## config.mk

```make
export PLATFORM = sky130hd
export DESIGN_NAME = triangle_bbox_scanner
export DESIGN_NICKNAME = d
export VERILOG_FILES = /design/src/rtl/triangle_bbox_scanner_pkg.sv /design/src/rtl/triangle_bbox_scanner_bbox_minmax3.sv /design/src/rtl/triangle_bbox_scanner.sv
export SDC_FILE = /design/constraint.sdc
export NUM_CORES = 1
export LEC_CHECK = 0
export CAP_MARGIN = 30
export CORE_MARGIN = 10
export CORE_UTILIZATION = 58
export CTS_BUF_LIST = sky130_fd_sc_hd__clkbuf_8 sky130_fd_sc_hd__clkbuf_16
export CTS_CLUSTER_SIZE = 20
export DETAILED_ROUTE_END_ITERATION = 8
export HOLD_SLACK_MARGIN = 0.12
export PLACE_DENSITY = 0.87
export SYNTH_ARGS = -nofsm -noshare
export SYNTH_HDL_FRONTEND = slang
export SYNTH_HIERARCHICAL = 1
export SYNTH_SLANG_ARGS = --single-unit
```

## constraint.sdc

```tcl
create_clock -name clk -period 12.1 [get_ports clk]
set_input_delay 2.42 -clock clk [delete_from_list [all_inputs] [get_ports clk]]
set_output_delay 2.42 -clock clk [all_outputs]
set_load 0.01 [all_outputs]
```

## src/rtl/triangle_bbox_scanner_pkg.sv

```systemverilog
// Shared definitions for the triangle bounding-box scanner.
//   DEF_COORD_W : default coordinate width (unsigned integer pixels)
//   DEF_WIDTH   : default screen width  (x clamped to [0, WIDTH-1])
//   DEF_HEIGHT  : default screen height (y clamped to [0, HEIGHT-1])
//   state_t     : scanner FSM states
package triangle_bbox_scanner_pkg;

    localparam int unsigned DEF_COORD_W = 16;
    localparam int unsigned DEF_WIDTH   = 640;
    localparam int unsigned DEF_HEIGHT  = 480;

    typedef enum logic [1:0] {
        IDLE = 2'd0,
        BBOX = 2'd1,
        SCAN = 2'd2
    } state_t;

endpackage

```

## src/rtl/triangle_bbox_scanner_bbox_minmax3.sv

```systemverilog
// Combinational minimum and maximum of three unsigned values.
//   a, b, c : W-bit unsigned inputs
//   mn      : smallest of a, b, c
//   mx      : largest of a, b, c
module bbox_minmax3 #(
    parameter int unsigned W = 16
) (
    input  logic [W-1:0] a,
    input  logic [W-1:0] b,
    input  logic [W-1:0] c,
    output logic [W-1:0] mn,
    output logic [W-1:0] mx
);

    logic [W-1:0] mn_ab;
    logic [W-1:0] mx_ab;

    always_comb begin
        mn_ab = (a < b) ? a : b;
        mx_ab = (a > b) ? a : b;
        mn    = (mn_ab < c) ? mn_ab : c;
        mx    = (mx_ab > c) ? mx_ab : c;
    end

endmodule

```

## src/rtl/triangle_bbox_scanner.sv

```systemverilog
// Triangle bounding-box scanner: accepts one triangle, clamps its bounding box
// to the screen and walks it in raster order (x fastest), one candidate pixel
// per nd/ds_rfd transfer, with the latched vertices held beside every pixel.
//   clk, rst        : clock, synchronous active-high reset
//   tri_nd, tri_rfd : triangle handshake (accept when both high)
//   t1_x..t3_y      : incoming vertices, sampled on accept
//   nd, ds_rfd      : pixel handshake (transfer when both high)
//   v1_x..v3_y      : latched vertices
//   p_x, p_y        : current pixel
//   p_last          : current pixel is the last of the triangle
//   done            : one-cycle pulse after last transfer or empty-box reject
//   busy            : scanner not idle
module triangle_bbox_scanner
    import triangle_bbox_scanner_pkg::*;
#(
    parameter int unsigned COORD_W = DEF_COORD_W,
    parameter int unsigned WIDTH   = DEF_WIDTH,
    parameter int unsigned HEIGHT  = DEF_HEIGHT
) (
    input  logic               clk,
    input  logic               rst,
    input  logic               tri_nd,
    output logic               tri_rfd,
    input  logic [COORD_W-1:0] t1_x,
    input  logic [COORD_W-1:0] t1_y,
    input  logic [COORD_W-1:0] t2_x,
    input  logic [COORD_W-1:0] t2_y,
    input  logic [COORD_W-1:0] t3_x,
    input  logic [COORD_W-1:0] t3_y,
    output logic               nd,
    input  logic               ds_rfd,
    output logic [COORD_W-1:0] v1_x,
    output logic [COORD_W-1:0] v1_y,
    output logic [COORD_W-1:0] v2_x,
    output logic [COORD_W-1:0] v2_y,
    output logic [COORD_W-1:0] v3_x,
    output logic [COORD_W-1:0] v3_y,
    output logic [COORD_W-1:0] p_x,
    output logic [COORD_W-1:0] p_y,
    output logic               p_last,
    output logic               done,
    output logic               busy
);

    localparam logic [COORD_W-1:0] X_LIM = COORD_W'(WIDTH - 1);
    localparam logic [COORD_W-1:0] Y_LIM = COORD_W'(HEIGHT - 1);
    localparam logic [COORD_W-1:0] ONE   = COORD_W'(1);

    state_t             state;
    logic [COORD_W-1:0] xmin;
    logic [COORD_W-1:0] xmax;
    logic [COORD_W-1:0] ymax;

    logic [COORD_W-1:0] bx_min;
    logic [COORD_W-1:0] bx_max;
    logic [COORD_W-1:0] by_min;
    logic [COORD_W-1:0] by_max;
    logic [COORD_W-1:0] bx_max_c;
    logic [COORD_W-1:0] by_max_c;
    logic               box_empty;
    logic               xfer;

    bbox_minmax3 #(.W(COORD_W)) u_x (
        .a  (v1_x),
        .b  (v2_x),
        .c  (v3_x),
        .mn (bx_min),
        .mx (bx_max)
    );

    bbox_minmax3 #(.W(COORD_W)) u_y (
        .a  (v1_y),
        .b  (v2_y),
        .c  (v3_y),
        .mn (by_min),
        .mx (by_max)
    );

    // Only the upper bound needs clamping; a min beyond the screen edge means
    // the whole box is off screen.
    always_comb begin
        bx_max_c  = (bx_max > X_LIM) ? X_LIM : bx_max;
        by_max_c  = (by_max > Y_LIM) ? Y_LIM : by_max;
        box_empty = (bx_min > X_LIM) || (by_min > Y_LIM);
        xfer      = nd && ds_rfd;
    end

    // p_last is precomputed for the pixel being loaded, so it is valid in the
    // same cycle as the pixel it qualifies.
    always_ff @(posedge clk) begin
        done <= 1'b0;
        if (rst) begin
            state   <= IDLE;
            tri_rfd <= 1'b1;
            nd      <= 1'b0;
            p_last  <= 1'b0;
            busy    <= 1'b0;
            v1_x    <= '0;
            v1_y    <= '0;
            v2_x    <= '0;
            v2_y    <= '0;
            v3_x    <= '0;
            v3_y    <= '0;
            p_x     <= '0;
            p_y     <= '0;
            xmin    <= '0;
            xmax    <= '0;
            ymax    <= '0;
        end else begin
            case (state)
                IDLE: begin
                    if (tri_nd) begin
                        v1_x    <= t1_x;
                        v1_y    <= t1_y;
                        v2_x    <= t2_x;
                        v2_y    <= t2_y;
                        v3_x    <= t3_x;
                        v3_y    <= t3_y;
                        tri_rfd <= 1'b0;
                        busy    <= 1'b1;
                        state   <= BBOX;
                    end
                end
                BBOX: begin
                    if (box_empty) begin
                        done    <= 1'b1;
                        tri_rfd <= 1'b1;
                        busy    <= 1'b0;
                        state   <= IDLE;
                    end else begin
                        xmin   <= bx_min;
                        xmax   <= bx_max_c;
                        ymax   <= by_max_c;
                        p_x    <= bx_min;
                        p_y    <= by_min;
                        p_last <= (bx_min == bx_max_c) && (by_min == by_max_c);
                        nd     <= 1'b1;
                        state  <= SCAN;
                    end
                end
                SCAN: begin
                    if (xfer) begin
                        if (p_last) begin
                            nd      <= 1'b0;
                            p_last  <= 1'b0;
                            done    <= 1'b1;
                            tri_rfd <= 1'b1;
                            busy    <= 1'b0;
                            state   <= IDLE;
                        end else if (p_x == xmax) begin
                            p_x    <= xmin;
                            p_y    <= p_y + ONE;
                            p_last <= (xmin == xmax) && ((p_y + ONE) == ymax);
                        end else begin
                            p_x    <= p_x + ONE;
                            p_last <= ((p_x + ONE) == xmax) && (p_y == ymax);
                        end
                    end
                end
                default: state <= IDLE;
            endcase
        end
    end

endmodule

```

==> results of run 1 <==
## logic make-up (layout without fill, tap and decap cells)
kind of cell / after synthesis / count (layout)
adder cells (fa/ha/maj): 100 / 100
AND/OR/NAND/NOR: 566 / 566
multiplexers: 164 / 164
buffers and inverters: 166 / 353
flip-flops: 183 / 183
AO/OA/AOI/OAI: 319 / 319
XOR/XNOR: 89 / 89
## where the power goes
| group | leakage, nW | internal (W) | switching [W] | total, W |
|---|---|---|---|---|
| Sequential | 1.49 | 0.000671 | 0.000113 | 0.000784 |
| Combinational | 4.46 | 0.000724 | 0.000888 | 0.00161 |
| Clock | 0.278 | 0.000302 | 0.000252 | 0.000554 |
## worst max-delay path by stage
stage / endpoint / slack, ns / cells after the start / startpoint
final: p_y[0] / 4.23 / 22 / v2_x[13]
after floorplan: p_y[11] / 5.76 / 26 / v2_x[15]
after CTS: p_y[9] / 4.49 / 22 / v2_x[13]
after detailed placement: p_y[9] / 4.49 / 22 / v2_x[13]
after global placement: p_y[0] / 4.82 / 22 / v2_x[13]
after global routing: p_y[0] / 3.72 / 22 / v2_x[13]
## routing by layer
layer	vias up	routed length, um	track usage [%]
met3	80	3370	6.69
met1	5864	16600	33.1
met5	-	0	0
met4	0	1070	8.47
met2	507	19800	47.5
li1	5982	-	-
## worst max-delay path, cell delays in order (launching register included)
cell	delay, ns
dfxtp_1	0.41
inv_1	0.07
ha_1	0.30
a21oi_1	0.15
and2b_2	0.23
o21ai_0	0.42
nand3_2	0.54
mux2_2	0.46
ha_1	0.29
a21o_1	0.16
a21oi_1	0.15
nor2b_1	0.08
a2111oi_0	0.87
o21ai_0	0.33
a21oi_4	0.60
mux2_4	0.35
nor4_1	0.34
nand3_1	0.23
o22ai_1	0.30
a21boi_0	0.38
and2_1	0.71
a21oi_1	0.13
a311oi_1	0.26
## synth_stat cells, drive strengths merged (4+ instances only)
cell / instances / area share (%)
o22ai: 7 / 0.33
and4: 7 / 0.49
o31ai: 5 / 0.29
a2111oi: 6 / 0.59
nor3b: 5 / 0.29
a211oi: 35 / 2.0
nand4b: 5 / 0.33
dfxtp: 183 / 28
a31o: 4 / 0.27
o211ai: 8 / 0.50
clkbuf: 50 / 1.4
inv: 84 / 2.4
nand2b: 7 / 0.33
nand3b: 4 / 0.32
nor2b: 12 / 0.57
or2: 6 / 0.29
mux2: 132 / 12
a21oi: 156 / 6.0
a32o: 4 / 0.31
a311oi: 5 / 0.33
and2: 31 / 1.5
and3: 13 / 0.62
a21o: 8 / 0.46
xor2: 31 / 2.1
nor3: 27 / 1.0
nor2: 97 / 2.8
mux2i: 32 / 2.4
a211o: 4 / 0.27
nand2: 246 / 7.0
ha: 100 / 9.6
o2111ai: 4 / 0.27
xnor2: 58 / 3.9
buf: 32 / 1.6
o21ai: 43 / 1.7
o21a: 6 / 0.34
nand3: 37 / 1.5
nor4: 16 / 1.0
nand4: 35 / 1.8
## layout make-up
type / count / area share (%)
multi-input combinational: 1238 / 54.6
sequential: 183 / 22.9
timing repair buffer: 239 / 14.8
clock buffer: 17 / 2.66
tap: 280 / 2.19
inverter: 84 / 1.97
clock inverter: 13 / 0.829
## flip-flops by register name, summed over array words and instances (netlist names)
register / cells
xmin: 16
v1_y: 16
v1_x: 16
xmax: 16
v3_x: 16
ymax: 16
busy: 1
v2_y: 16
v2_x: 16
p_x: 16
nd: 1
p_y: 16
p_last: 1
tri_rfd: 1
done: 1
v3_y: 16
state: 2
## stage by stage
step | setup WS [ns] | instances | utilization [%]
after floorplan | 5.76 | 1587 | -
after global placement | 4.82 | 2023 | 70.1
after detailed placement | 4.49 | 2024 | 70.1
after CTS | 4.49 | 2054 | 72.6
after global routing | 3.72 | 2054 | 72.6
final | 4.23 | 2054 | 72.6
==> run metrics, run 1 <==
R2R depth=22; fillers=~1.7k; Crit path required time=12.44 ns; RSZ-0062 raised after global routing=no; mapped cell area=0.0131 mm^2; XOR/XNOR Fraction of Synth Area=under 10%; P_leak=~6.2 nW; clk buf depth=2; Final setup viols=0; syn avg cell area=slightly above 8 um^2; TNS Setup=0 ns; register area=roughly 0.0037 mm^2; All-Layer GR Usage=around 28%; drt first pass iters=5; Clock transition at path regs=~0.07 ns; CTS H-tree lvls=4; largest family of logic cells by synthesized area=simple AND/OR/NAND/NOR gates; Post-DRT Antenna Nets=0; Synth Area in Compound Gates=between 15 and 20%; IO Pins=around 230; Diodes inserted=0; Hold Path Stages=1; worst hold start=busy; dpl cell area=0.0154 mm^2; Multi-input gate area=0.00874 mm^2; r2r setup slk=between 4 and 5 ns; clk_lat worst skew=0.44 ns; post-synthesis adder-cell area fraction=a little under a tenth; CTS tree=yes; Worst slew margin=between 20 and 30%; hold path endpoint=busy; area growth from synthesis to layout=22.1%; Hold Buf Count CTS=0; count of final max-slew check failures=0; Tot Pwr=between 0.002 and 0.003 W; RD Place Congestion=0.927; Worst-Margin Slew=roughly 1.1 ns; Fmax=0.127 GHz; top_reg_cell synth=dfxtp_1; drt total wl=roughly 40000 um; leading cell type in the layout, fill and taps excluded=nand2_1; worst hold path class=flop to flop; hpwl dp=around 31000 um; cts bufs inserted=17; status=finished, final reports clean; routed length per placed instance=19.9 um; nets@finish=a little under 2k; sequential fraction of the synthesis area=between 20% and 30%; Post-CTS Setup Inserts=0; clock sink count=183; Worst Skew=~0.012 ns; first-pass GRT wire length=about 65000 um; reg-to-reg startpoint=v2_x[13]; Distinct cells, synth=83; Warnings, synthesis=6; max_cap viols=0; period utilisation layout=about 65%; CP Max Fanout=23; Syn Inst Count=~1.6k; detailed router's first-iteration violation count=about 950; largest net degree at the start of global routing=97; r2r endpoint=p_y[0]; DR vias=approximately 12k; root buf cell=clkbuf_16; CP startpoint kind=flop; most used cells in the layout excluding fill and tap cells=245 x nand2_1, 231 x clkdlybuf4s50_1, 183 x dfxtp_1, 155 x a21oi_1, 108 x mux2_2; remaining global-route overflow=0; P per Cell Area=approximately 180 mW/mm^2; post_cts resized=0; drt drc=0; DIE WIDTH=roughly 170 um; Simple-Gate Fraction of Synth Area=between 20% and 30%; Initial Utilization=around three fifths; maximum VDD drop=approximately 0.097 mV; Post-synth EDFFs=0; async set or reset register ratio after synthesis=0%; crit end category=flop; drt via density=6.05; initial antenna violation count=0; Syn Nets=1787; Worst Hold Slack=between 0.4 and 0.5 ns; Seq cells post-synth=183; row count=54; post-synthesis mux area share=between 10% and 20%; post-route cell area=0.0160 mm^2; Worst Path Arrival=a little over 8 ns; Die Height=170 um; Die ar.=0.0290 mm^2; share of layout cells above drive strength 1=about 11%; # port buffers=232; endpoints failing hold=0; vias in the first global route=~12k; Setup Crit Path Kind=flop to flop; fin crit period=7.87 ns; Core Area=~0.022 mm^2
Power figures use the tool's default switching activity.
==> run 2: changes to the inputs <==
CORE_UTILIZATION = 54   (was 58)
PLACE_DENSITY = 0.82   (was 0.87)
clock period = 8.2 ns   (was 12.1 ns; I/O delays follow)
==> run metrics, run 2 (synthesis gave the netlist of run 1 again) <==
P_leak=6.30 nW (was 6.23 nW); dpl cell area=0.0155 mm^2 (was 0.0154 mm^2); remaining global-route overflow=0 (unchanged); fin util=68.4% (was 72.6%); CP max stage cell=a2111oi_0 (unchanged); clock sink count=183 (unchanged); initial antenna violation count=1 (was 0); Worst Path Arrival=7.74 ns (was 8.21 ns); detailed router's first-iteration violation count=1101 (was 952); status=finished, final reports clean (unchanged); Clock transition at path regs=0.07 ns (about the same); cts bufs inserted=17 (unchanged); endpoints failing hold=0 (unchanged); Fmax=0.135 GHz (was 0.127 GHz); Multi-input gate area=0.00874 mm^2 (unchanged); drt drc=0 (unchanged); P per Cell Area=276 mW/mm^2 (was 184 mW/mm^2); internal power=0.00261 W (was 0.00170 W); Crit path required time=8.54 ns (was 12.44 ns); largest net degree at the start of global routing=97 (unchanged); count of final max-slew check failures=0 (unchanged); worst hold path class=flop to flop (unchanged); period utilisation layout=90.2% (was 65.1%); CTS H-tree lvls=4 (unchanged); max_cap viols=0 (unchanged); most used cells in the layout excluding fill and tap cells=245 x nand2_1, 231 x clkdlybuf4s50_1, 183 x dfxtp_1, 155 x a21oi_1, 108 x mux2_2 (unchanged); crit end category=flop (unchanged); Switching Share=41.8% (was 42.5%); Hold Buf Count CTS=0 (unchanged); P_sw=0.00187 W (was 0.00125 W); clk buf depth=2 (unchanged); drt first pass iters=5 (unchanged); vias in the first global route=12.0k (was 12.2k); root buf cell=clkbuf_16 (unchanged); nets@finish=1969 (was 1963); worst hold start=ymax[15] (was busy); placed cells=2067 (was 2024); start point of the critical path=v2_x[13] (unchanged); Die Height=176 um (was 170 um); post_cts resized=0 (unchanged); Setup Crit Path Kind=flop to flop (unchanged); post-route cell area=0.0162 mm^2 (was 0.0160 mm^2); worst path cell trace=inv_1 -> ha_1 -> nand4_2 -> or4_4 -> a21o_1 -> nand3_2 -> mux2_2 -> ha_1 -> a21o_1 -> a21oi_1 -> nor2b_1 -> a2111oi_0 -> o21ai_0 -> a21oi_4 -> mux2_4 -> nor4_1 -> nand3_1 -> o22ai_1 -> a21boi_0 -> and2_2 -> a21oi_1 -> a211oi_1 (was inv_1 -> ha_1 -> a21oi_1 -> and2b_2 -> o21ai_0 -> nand3_2 -> mux2_2 -> ha_1 -> a21o_1 -> a21oi_1 -> nor2b_1 -> a2111oi_0 -> o21ai_0 -> a21oi_4 -> mux2_4 -> nor4_1 -> nand3_1 -> o22ai_1 -> a21boi_0 -> and2_1 -> a21oi_1 -> a311oi_1); share of layout cells above drive strength 1=11.8% (was 11.4%); clk_lat worst skew=0.44 ns (about the same); fillers=2008 (was 1710); drt total wl=41200 um (was 40800 um); Worst Skew=0.0122 ns (was 0.0120 ns); Worst slew margin=31.9% (was 29.1%); smallest setup slack after layout=0.800 ns (was 4.23 ns); DR vias=12.4k (about the same); Post-DRT Antenna Nets=0 (unchanged); RD Place Congestion=0.925 (was 0.927); first-pass GRT wire length=64800 um (was 65000 um); # port buffers=232 (unchanged); CP startpoint kind=flop (unchanged); register area=0.00366 mm^2 (unchanged); Initial Utilization=55.3% (was 59.5%); Final setup viols=0 (unchanged); crit path buf inv count=1 (unchanged); Core Area=0.0237 mm^2 (was 0.0220 mm^2); IO Pins=233 (unchanged); routed length per placed instance=19.6 um (was 19.9 um); reg-to-reg startpoint=v2_x[13] (unchanged); CP delay by family, top=compound AO/OA/AOI/OAI gates (unchanged); Crit path largest cell delay=0.68 ns (was 0.87 ns); Die ar.=0.0309 mm^2 (was 0.0290 mm^2); DIE WIDTH=176 um (was 170 um); row count=56 (was 54); CP Max Fanout=23 (unchanged); area growth from synthesis to layout=23.7% (was 22.1%); All-Layer GR Usage=25.5% (was 27.5%); Cell Count, Final, Fillers Out=2101 (was 2054); Clock power frac=20.0% (was 18.8%); maximum VDD drop=0.149 mV (was 0.0973 mV); RSZ-0062 raised after global routing=no (unchanged); Post-CTS Setup Inserts=0 (unchanged); Flop pwr share=25.9% (was 26.6%); Worst-Margin Slew=1.02 ns (was 1.06 ns); leading cell type in the layout, fill and taps excluded=nand2_1 (unchanged); Comb power frac=54.2% (was 54.6%); Place WS=0.656 ns (was 4.49 ns); drt via density=5.89 (was 6.05); TNS Setup=0 ns (unchanged); fin crit period=7.40 ns (was 7.87 ns); CTS tree=yes (unchanged); hpwl dp=31400 um (was 30700 um)
run 2: cell count changes in the layout (fill, tap and decap cells not counted), moves of 2 or more:
cell       before  now
and2_2          0    2
buf_16          0    2
buf_4           7   12
bufinv_16       2    4
clkinv_2        3    1
inv_8           0    2
run 2: worst paths after layout:
kind | endpoint | slack, ns | cells past startpoint
setup reg to reg | p_y[11] | 0.80 | 22
hold / removal | ymax[15] | 0.48 | 1
hold reg to reg | ymax[15] | 0.48 | 1
setup / recovery | p_y[11] | 0.80 | 22
run 2: area by class of cell:
type | instances | area share (%)
Sequential cell | 183 | 22.6
Antenna cell | 1 | 0.0154
Clock buffer | 17 | 2.63
Clock inverter | 14 | 1.24
Inverter | 84 | 1.95
Tap cell | 319 | 2.46
Multi-Input combinational cell | 1238 | 53.9
Timing Repair Buffer | 245 | 15.2
run 2: worst register-to-register path, stage by stage, from the launching register on:
cell,delay [ns]
dfxtp_1,0.40
inv_1,0.06
ha_1,0.32
nand4_2,0.16
or4_4,0.58
a21o_1,0.20
nand3_2,0.33
mux2_2,0.41
ha_1,0.29
a21o_1,0.16
a21oi_1,0.13
nor2b_1,0.07
a2111oi_0,0.68
o21ai_0,0.33
a21oi_4,0.59
mux2_4,0.35
nor4_1,0.38
nand3_1,0.23
o22ai_1,0.30
a21boi_0,0.42
and2_2,0.52
a21oi_1,0.13
a211oi_1,0.24
run 2: metal layers:
metal  up-vias  GRT usage [%]  share of wire [%]
met5         -              0                  0
met4         0           6.82                1.9
met3        55           5.92                6.8
met2       438           43.1                 49
met1      5895           31.7                 43
li1       5991              -                  -
run 2: power groups by stage:
stage / Combinational (W) / Clock (W) / Sequential (W)
after floorplan: 0.00174 / 0 / 0.00114
after global routing: 0.00261 / 0.000943 / 0.00117
after CTS: 0.00235 / 0.000900 / 0.00115
after detailed placement: 0.00233 / 0 / 0.00117
after global placement: 0.00229 / 0 / 0.00117
final: 0.00243 / 0.000895 / 0.00116
run 2: through the flow:
stage	hold slack (ns)	power, W
final	0.484	0.00448
after global routing	0.493	0.00473
after CTS	0.475	0.00440
after detailed placement	0.460	0.00350
after global placement	0.450	0.00346
after floorplan	0.450	0.00289
==> run 3: changes to the inputs <==
TNS_END_PERCENT = 10   (was not set)
==> results of run 3 <==
The final DEF is identical to that of run 2; final timing and power are the same.
